==> src/rtl/sysram_arb_pkg.sv <==
// Shared definitions for the system RAM port-B arbiter.
// Holds the default widths, the requester index encoding and the FSM states.
// No logic beyond a small index-rotation helper.
package sysram_arb_pkg;

  localparam int ADDR_W_DEF = 16;
  localparam int DATA_W_DEF = 32;

  // Requester indices; NONE doubles as the "no owner" grant code.
  typedef enum logic [1:0] {
    PXW  = 2'd0,
    URW  = 2'd1,
    C2H  = 2'd2,
    NONE = 2'd3
  } req_idx_t;

  typedef enum logic {
    ARB      = 1'b0,
    LOCK_C2H = 1'b1
  } state_t;

  // Round-robin successor: PXW -> URW -> C2H -> PXW.
  function automatic logic [1:0] next_idx(input logic [1:0] idx);
    case (idx)
      PXW:     return URW;
      URW:     return C2H;
      default: return PXW;
    endcase
  endfunction

endpackage

==> src/rtl/rr_arb3.sv <==
// Purpose: combinational 3-way round-robin pick starting at ptr.
// Latency: zero cycles (pure combinational).
// Backpressure: none; req is sampled as-is every cycle.
// Ports: req[2:0] request vector (bit = requester index), ptr highest-priority
//        index, gnt_idx winning index (NONE when idle), any_gnt winner present.
module rr_arb3
  import sysram_arb_pkg::*;
(
  input  logic [2:0] req,
  input  logic [1:0] ptr,
  output logic [1:0] gnt_idx,
  output logic       any_gnt
);

  logic [1:0] first;
  logic [1:0] second;
  logic [1:0] third;

  always_comb begin
    // An out-of-range pointer is treated as PXW so the pick is always defined.
    first   = (ptr == NONE) ? PXW : ptr;
    second  = next_idx(first);
    third   = next_idx(second);
    gnt_idx = NONE;
    any_gnt = 1'b0;
    if (req[first]) begin
      gnt_idx = first;
      any_gnt = 1'b1;
    end else if (req[second]) begin
      gnt_idx = second;
      any_gnt = 1'b1;
    end else if (req[third]) begin
      gnt_idx = third;
      any_gnt = 1'b1;
    end
  end

endmodule

==> src/rtl/sysram_port_arbiter.sv <==
// Purpose: share RAM port B between PXIE writes, UART writes and C2H read bursts.
// Latency: transfer in cycle N drives the RAM in N+1; read data returns in N+1+RD_LAT.
// Backpressure: one rdy per cycle; a C2H burst locks the port until its last beat.
// Ports: clk_cpu/rst; pxw_*, urw_* write requesters; c2h_* read requester and
//        return; ram_* registered port-B drive and read data; grant = current owner.
module sysram_port_arbiter
  import sysram_arb_pkg::*;
#(
  parameter int ADDR_W = ADDR_W_DEF,
  parameter int DATA_W = DATA_W_DEF,
  parameter int RD_LAT = 1
) (
  input  logic              clk_cpu,
  input  logic              rst,
  input  logic              pxw_vld,
  input  logic [ADDR_W-1:0] pxw_addr,
  input  logic [DATA_W-1:0] pxw_data,
  output logic              pxw_rdy,
  input  logic              urw_vld,
  input  logic [ADDR_W-1:0] urw_addr,
  input  logic [DATA_W-1:0] urw_data,
  output logic              urw_rdy,
  input  logic              c2h_vld,
  input  logic [ADDR_W-1:0] c2h_addr,
  input  logic              c2h_last,
  output logic              c2h_rdy,
  output logic              c2h_dvld,
  output logic [DATA_W-1:0] c2h_data,
  output logic [3:0]        ram_wen,
  output logic [ADDR_W-1:0] ram_addr,
  output logic [DATA_W-1:0] ram_din,
  input  logic [DATA_W-1:0] ram_dout,
  output logic [1:0]        grant
);

  state_t      state;
  logic [1:0]  ptr;
  logic [1:0]  pick_idx;
  logic        pick_any;
  logic [RD_LAT:0] vld_sr;

  rr_arb3 u_rr_arb3 (
    .req     ({c2h_vld, urw_vld, pxw_vld}),
    .ptr     (ptr),
    .gnt_idx (pick_idx),
    .any_gnt (pick_any)
  );

  // rdy depends only on vld, state and pointer, never on payload. Because each
  // rdy is raised only for a requesting index, grant != NONE means a transfer.
  always_comb begin
    pxw_rdy = 1'b0;
    urw_rdy = 1'b0;
    c2h_rdy = 1'b0;
    grant   = NONE;
    if (!rst) begin
      if (state == LOCK_C2H) begin
        c2h_rdy = c2h_vld;
        if (c2h_vld) grant = C2H;
      end else if (pick_any) begin
        grant   = pick_idx;
        pxw_rdy = (pick_idx == PXW);
        urw_rdy = (pick_idx == URW);
        c2h_rdy = (pick_idx == C2H);
      end
    end
  end

  always_ff @(posedge clk_cpu or posedge rst) begin
    if (rst) begin
      state    <= ARB;
      ptr      <= PXW;
      ram_wen  <= 4'h0;
      ram_addr <= '0;
      ram_din  <= '0;
      vld_sr   <= '0;
    end else begin
      // Stage k of vld_sr marks a read whose address left k cycles ago.
      vld_sr  <= {vld_sr[RD_LAT-1:0], (grant == C2H)};
      ram_wen <= 4'h0;
      case (grant)
        PXW: begin
          ram_wen  <= 4'hF;
          ram_addr <= pxw_addr;
          ram_din  <= pxw_data;
          ptr      <= next_idx(PXW);
        end
        URW: begin
          ram_wen  <= 4'hF;
          ram_addr <= urw_addr;
          ram_din  <= urw_data;
          ptr      <= next_idx(URW);
        end
        C2H: begin
          ram_addr <= c2h_addr;
          ptr      <= next_idx(C2H);
          // Same rule in both states: a non-last beat holds the port.
          state    <= c2h_last ? ARB : LOCK_C2H;
        end
        default: begin
        end
      endcase
    end
  end

  assign c2h_dvld = vld_sr[RD_LAT];
  assign c2h_data = ram_dout;

endmodule

==> config.mk <==
export PLATFORM = sky130hd
export DESIGN_NAME = sysram_port_arbiter
export DESIGN_NICKNAME = d
export VERILOG_FILES = /design/src/rtl/sysram_arb_pkg.sv /design/src/rtl/rr_arb3.sv /design/src/rtl/sysram_port_arbiter.sv
export SDC_FILE = /design/constraint.sdc
export NUM_CORES = 1
export LEC_CHECK = 0
export ABC_CLOCK_PERIOD_IN_PS = 8800
export BUFFER_PORTS_ARGS = -buffer_cell sky130_fd_sc_hd__buf_2
export CORE_MARGIN = 5
export CORE_UTILIZATION = 44
export CTS_CLUSTER_SIZE = 12
export DETAILED_ROUTE_END_ITERATION = 8
export GPL_ROUTABILITY_DRIVEN = 1
export GPL_TIMING_DRIVEN = 0
export PLACE_DENSITY = 0.86
export SLEW_MARGIN = 20
export SYNTH_ARGS = -nofsm -noshare
export SYNTH_HDL_FRONTEND = slang
export SYNTH_HIERARCHICAL = 1
export SYNTH_SLANG_ARGS = --single-unit
==> constraint.sdc <==
create_clock -name clk_cpu -period 8.8 [get_ports clk_cpu]
set_input_delay 1.32 -clock clk_cpu [delete_from_list [all_inputs] [get_ports clk_cpu]]
set_output_delay 1.32 -clock clk_cpu [all_outputs]
set_load 0.05 [all_outputs]
==> reports/metrics.cfg <==
[global_route]
grt_pass1_vias=3105
met1_usage_pct=22.75
grt_pass1_wl_um=14570
overflow=0
grt_start_max_net_pins=57
grt_usage_pct=20.31
top_usage_layer=met2
grt_util_met2_pct=37.93
antenna_found_initial=0
met3_usage_pct=6.932

[logic_synthesis]
yosys-top-cells-area=dfrtp_1 43%, mux2i_1 11%, buf_4 9.2%, o21ai_0 5.4%, nand2_1 4.5%
yosysWarnings=6
syn-num-nets=483
avgSynthCellArea_sq_um=9.775
ys_ff_latch=54
async_flop_share_pct=100.0
postSynthCellCount=325
synth_edf_count=0
netlist_area_sq_mm=0.003177
seq_area_frac_synth_pct=42.54
yosysUniqueCellTypes=31
synth_top_area_share_pct=42.54
synth_top_area_cell=dfrtp_1
synth-main-ff-cell=dfrtp_1

[sta]
whs_ns=0.3768
finalMaxSlewViolations=0
tns_ns=0
grt_setup_unrepaired=false
period_share_pct=50.00
setup_ws_ns=4.400
max_freq_mhz=227.3
fin_skew_ns=0.007329
setup_viol=0
min_period_ns=4.400
tightestPinTransition_ns=0.6822
max_slew_margin_pct=54.52
hold_viol=0

[setup_path]
cp-end-kind=output pin
crit_top_cell=buf_2
cp_max_fo=6
path_cells=buf_2, mux2_4, a221oi_2, o221ai_1, nor4b_1, a31oi_1, buf_2
critPathArrivalTime_ns=3.08
worst-path-buf-inv=2
slowest_stage=buf_2
crit_required_ns=7.48
crit_type=input port to output pin
crit_family=compound AO/OA/AOI/OAI gates
crit_path_max_incr_delay_ns=0.35
critPathLaunchType=input port

[flow_run]
drv_cap=0

[clocking]
cts-resized-gates=0
post_cts_buffers=0
cts_tree=done
clk_latency_ns=0.31
numCtsBuffers=5
clkSinkCount=54
cts_hold_buf=0
clock_path_buffers=2
clkSlewWorstSetupHoldPaths_ns=0.10
clock-root-buffer=clkbuf_8
htreeDepth=2

[placed_design]
gp_congestion=0.8083
dp_cells=631
pre_cts_ws_ns=4.388
port_buffers=207
post_dp_cell_area_sq_mm=0.004339
dpl.hpwl_um=8099

[layout]
diodes=0
final_util_pct=62.10
fin_area_sq_mm=0.004432
drive_above_1_share_pct=50.74
layout_commonest_cell=buf_2
fin_cells=639
syn_to_final_growth_pct=39.50
layout_common_cells=215 x buf_2, 54 x dfrtp_1, 39 x buf_4, 38 x nand2_1, 35 x mux2i_1
layout.nets=697

[floorplanning]
die_h_um=94.97
start_util_pct=44.51
core_area_sq_mm=0.007137
dieWidth_um=94.97
ios=240
rows=31
design.die.area_sq_mm=0.009019

[routing]
post-route-drc-count=0
drt_iter0_drc=107
ant_nets=0
wl_per_cell_um=15.27
via_per_inst=4.897
drt_pass1_iterations=4
vias=3129
routed_wl_um=9755

[power]
power_density_mw_per_mm2=389.6
vdd_drop_max_mv=0.1873
p_total_mw=1.726
cellLeakagePower_nw=2.344

[min_path]
hold_class=flop to flop

[outcome]
status=complete, no violations

[area by class of cell]
cell class                      count  area (sq um)
Multi-Input combinational cell    205          1365
Clock buffer                        5         68.82
Fill cell                         631          2705
Clock inverter                      3         23.77
Buffer                             59         434.2
Timing Repair Buffer              207          1036
Tap cell                           99         123.9
Sequential cell                    54          1351
Inverter                            7         28.78
[cells by family (layout without fill, tap and decap cells)]
kind of cell,Yosys count,after routing,share of synthesized area [%]
AO/OA/AOI/OAI,92,92,19.22
AND/OR/NAND/NOR,68,68,8.744
buffers and inverters,66,281,14.49
flip-flops,54,54,42.54
multiplexers,37,37,11.86
adder cells (fa/ha/maj),8,8,3.151
[cells in the mapped netlist (all sizes together), types with 2 or more instances]
master / instances
inv: 7
mux2: 2
mux2i: 35
nor2b: 3
a211oi: 15
ha: 8
o32a: 2
clkbuf: 5
buf: 54
dfrtp: 54
a21oi: 3
a21o: 15
nor2: 22
a221oi: 2
nand2: 38
a22oi: 16
o21ai: 34
a31oi: 2
[layer usage]
layer,up-vias,routed length [um]
li1,1528,-
met1,1424,3588
met2,172,5091
met3,5,1031
met4,0,44
met5,-,0
[final timing paths]
check                      cells past startpoint                start  slack (ns)                      end
setup / recovery                               7              c2h_vld        4.40                 grant[0]
hold / removal                                 0  vld_sr[0]$_DFF_PP0_        0.38      vld_sr[1]$_DFF_PP0_
setup reg to reg                              14   ptr[0]$_DFFE_PP0P_        5.24  ram_addr[0]$_DFFE_PP0P_
hold reg to reg                                0  vld_sr[0]$_DFF_PP0_        0.38      vld_sr[1]$_DFF_PP0_
max in group asynchronous                      2                  rst        7.22  ram_din[24]$_DFFE_PP0P_
min in group asynchronous                      2                  rst        1.11        state$_DFFE_PP0N_
[registers in the layout (all words and copies together) (netlist names)]
| signal | count |
|---|---|
| ram_wen | 1 |
| ram_addr | 16 |
| vld_sr | 2 |
| state | 1 |
| ram_din | 32 |
| ptr | 2 |
[power by group]
part           leakage [nW]  switching [mW]  internal, mW
sequential            0.670          0.0629         0.368
combinational          1.63           0.809         0.344
clock                0.0408          0.0848        0.0571
total                  2.34           0.957         0.770
Power figures use the tool's default switching activity.
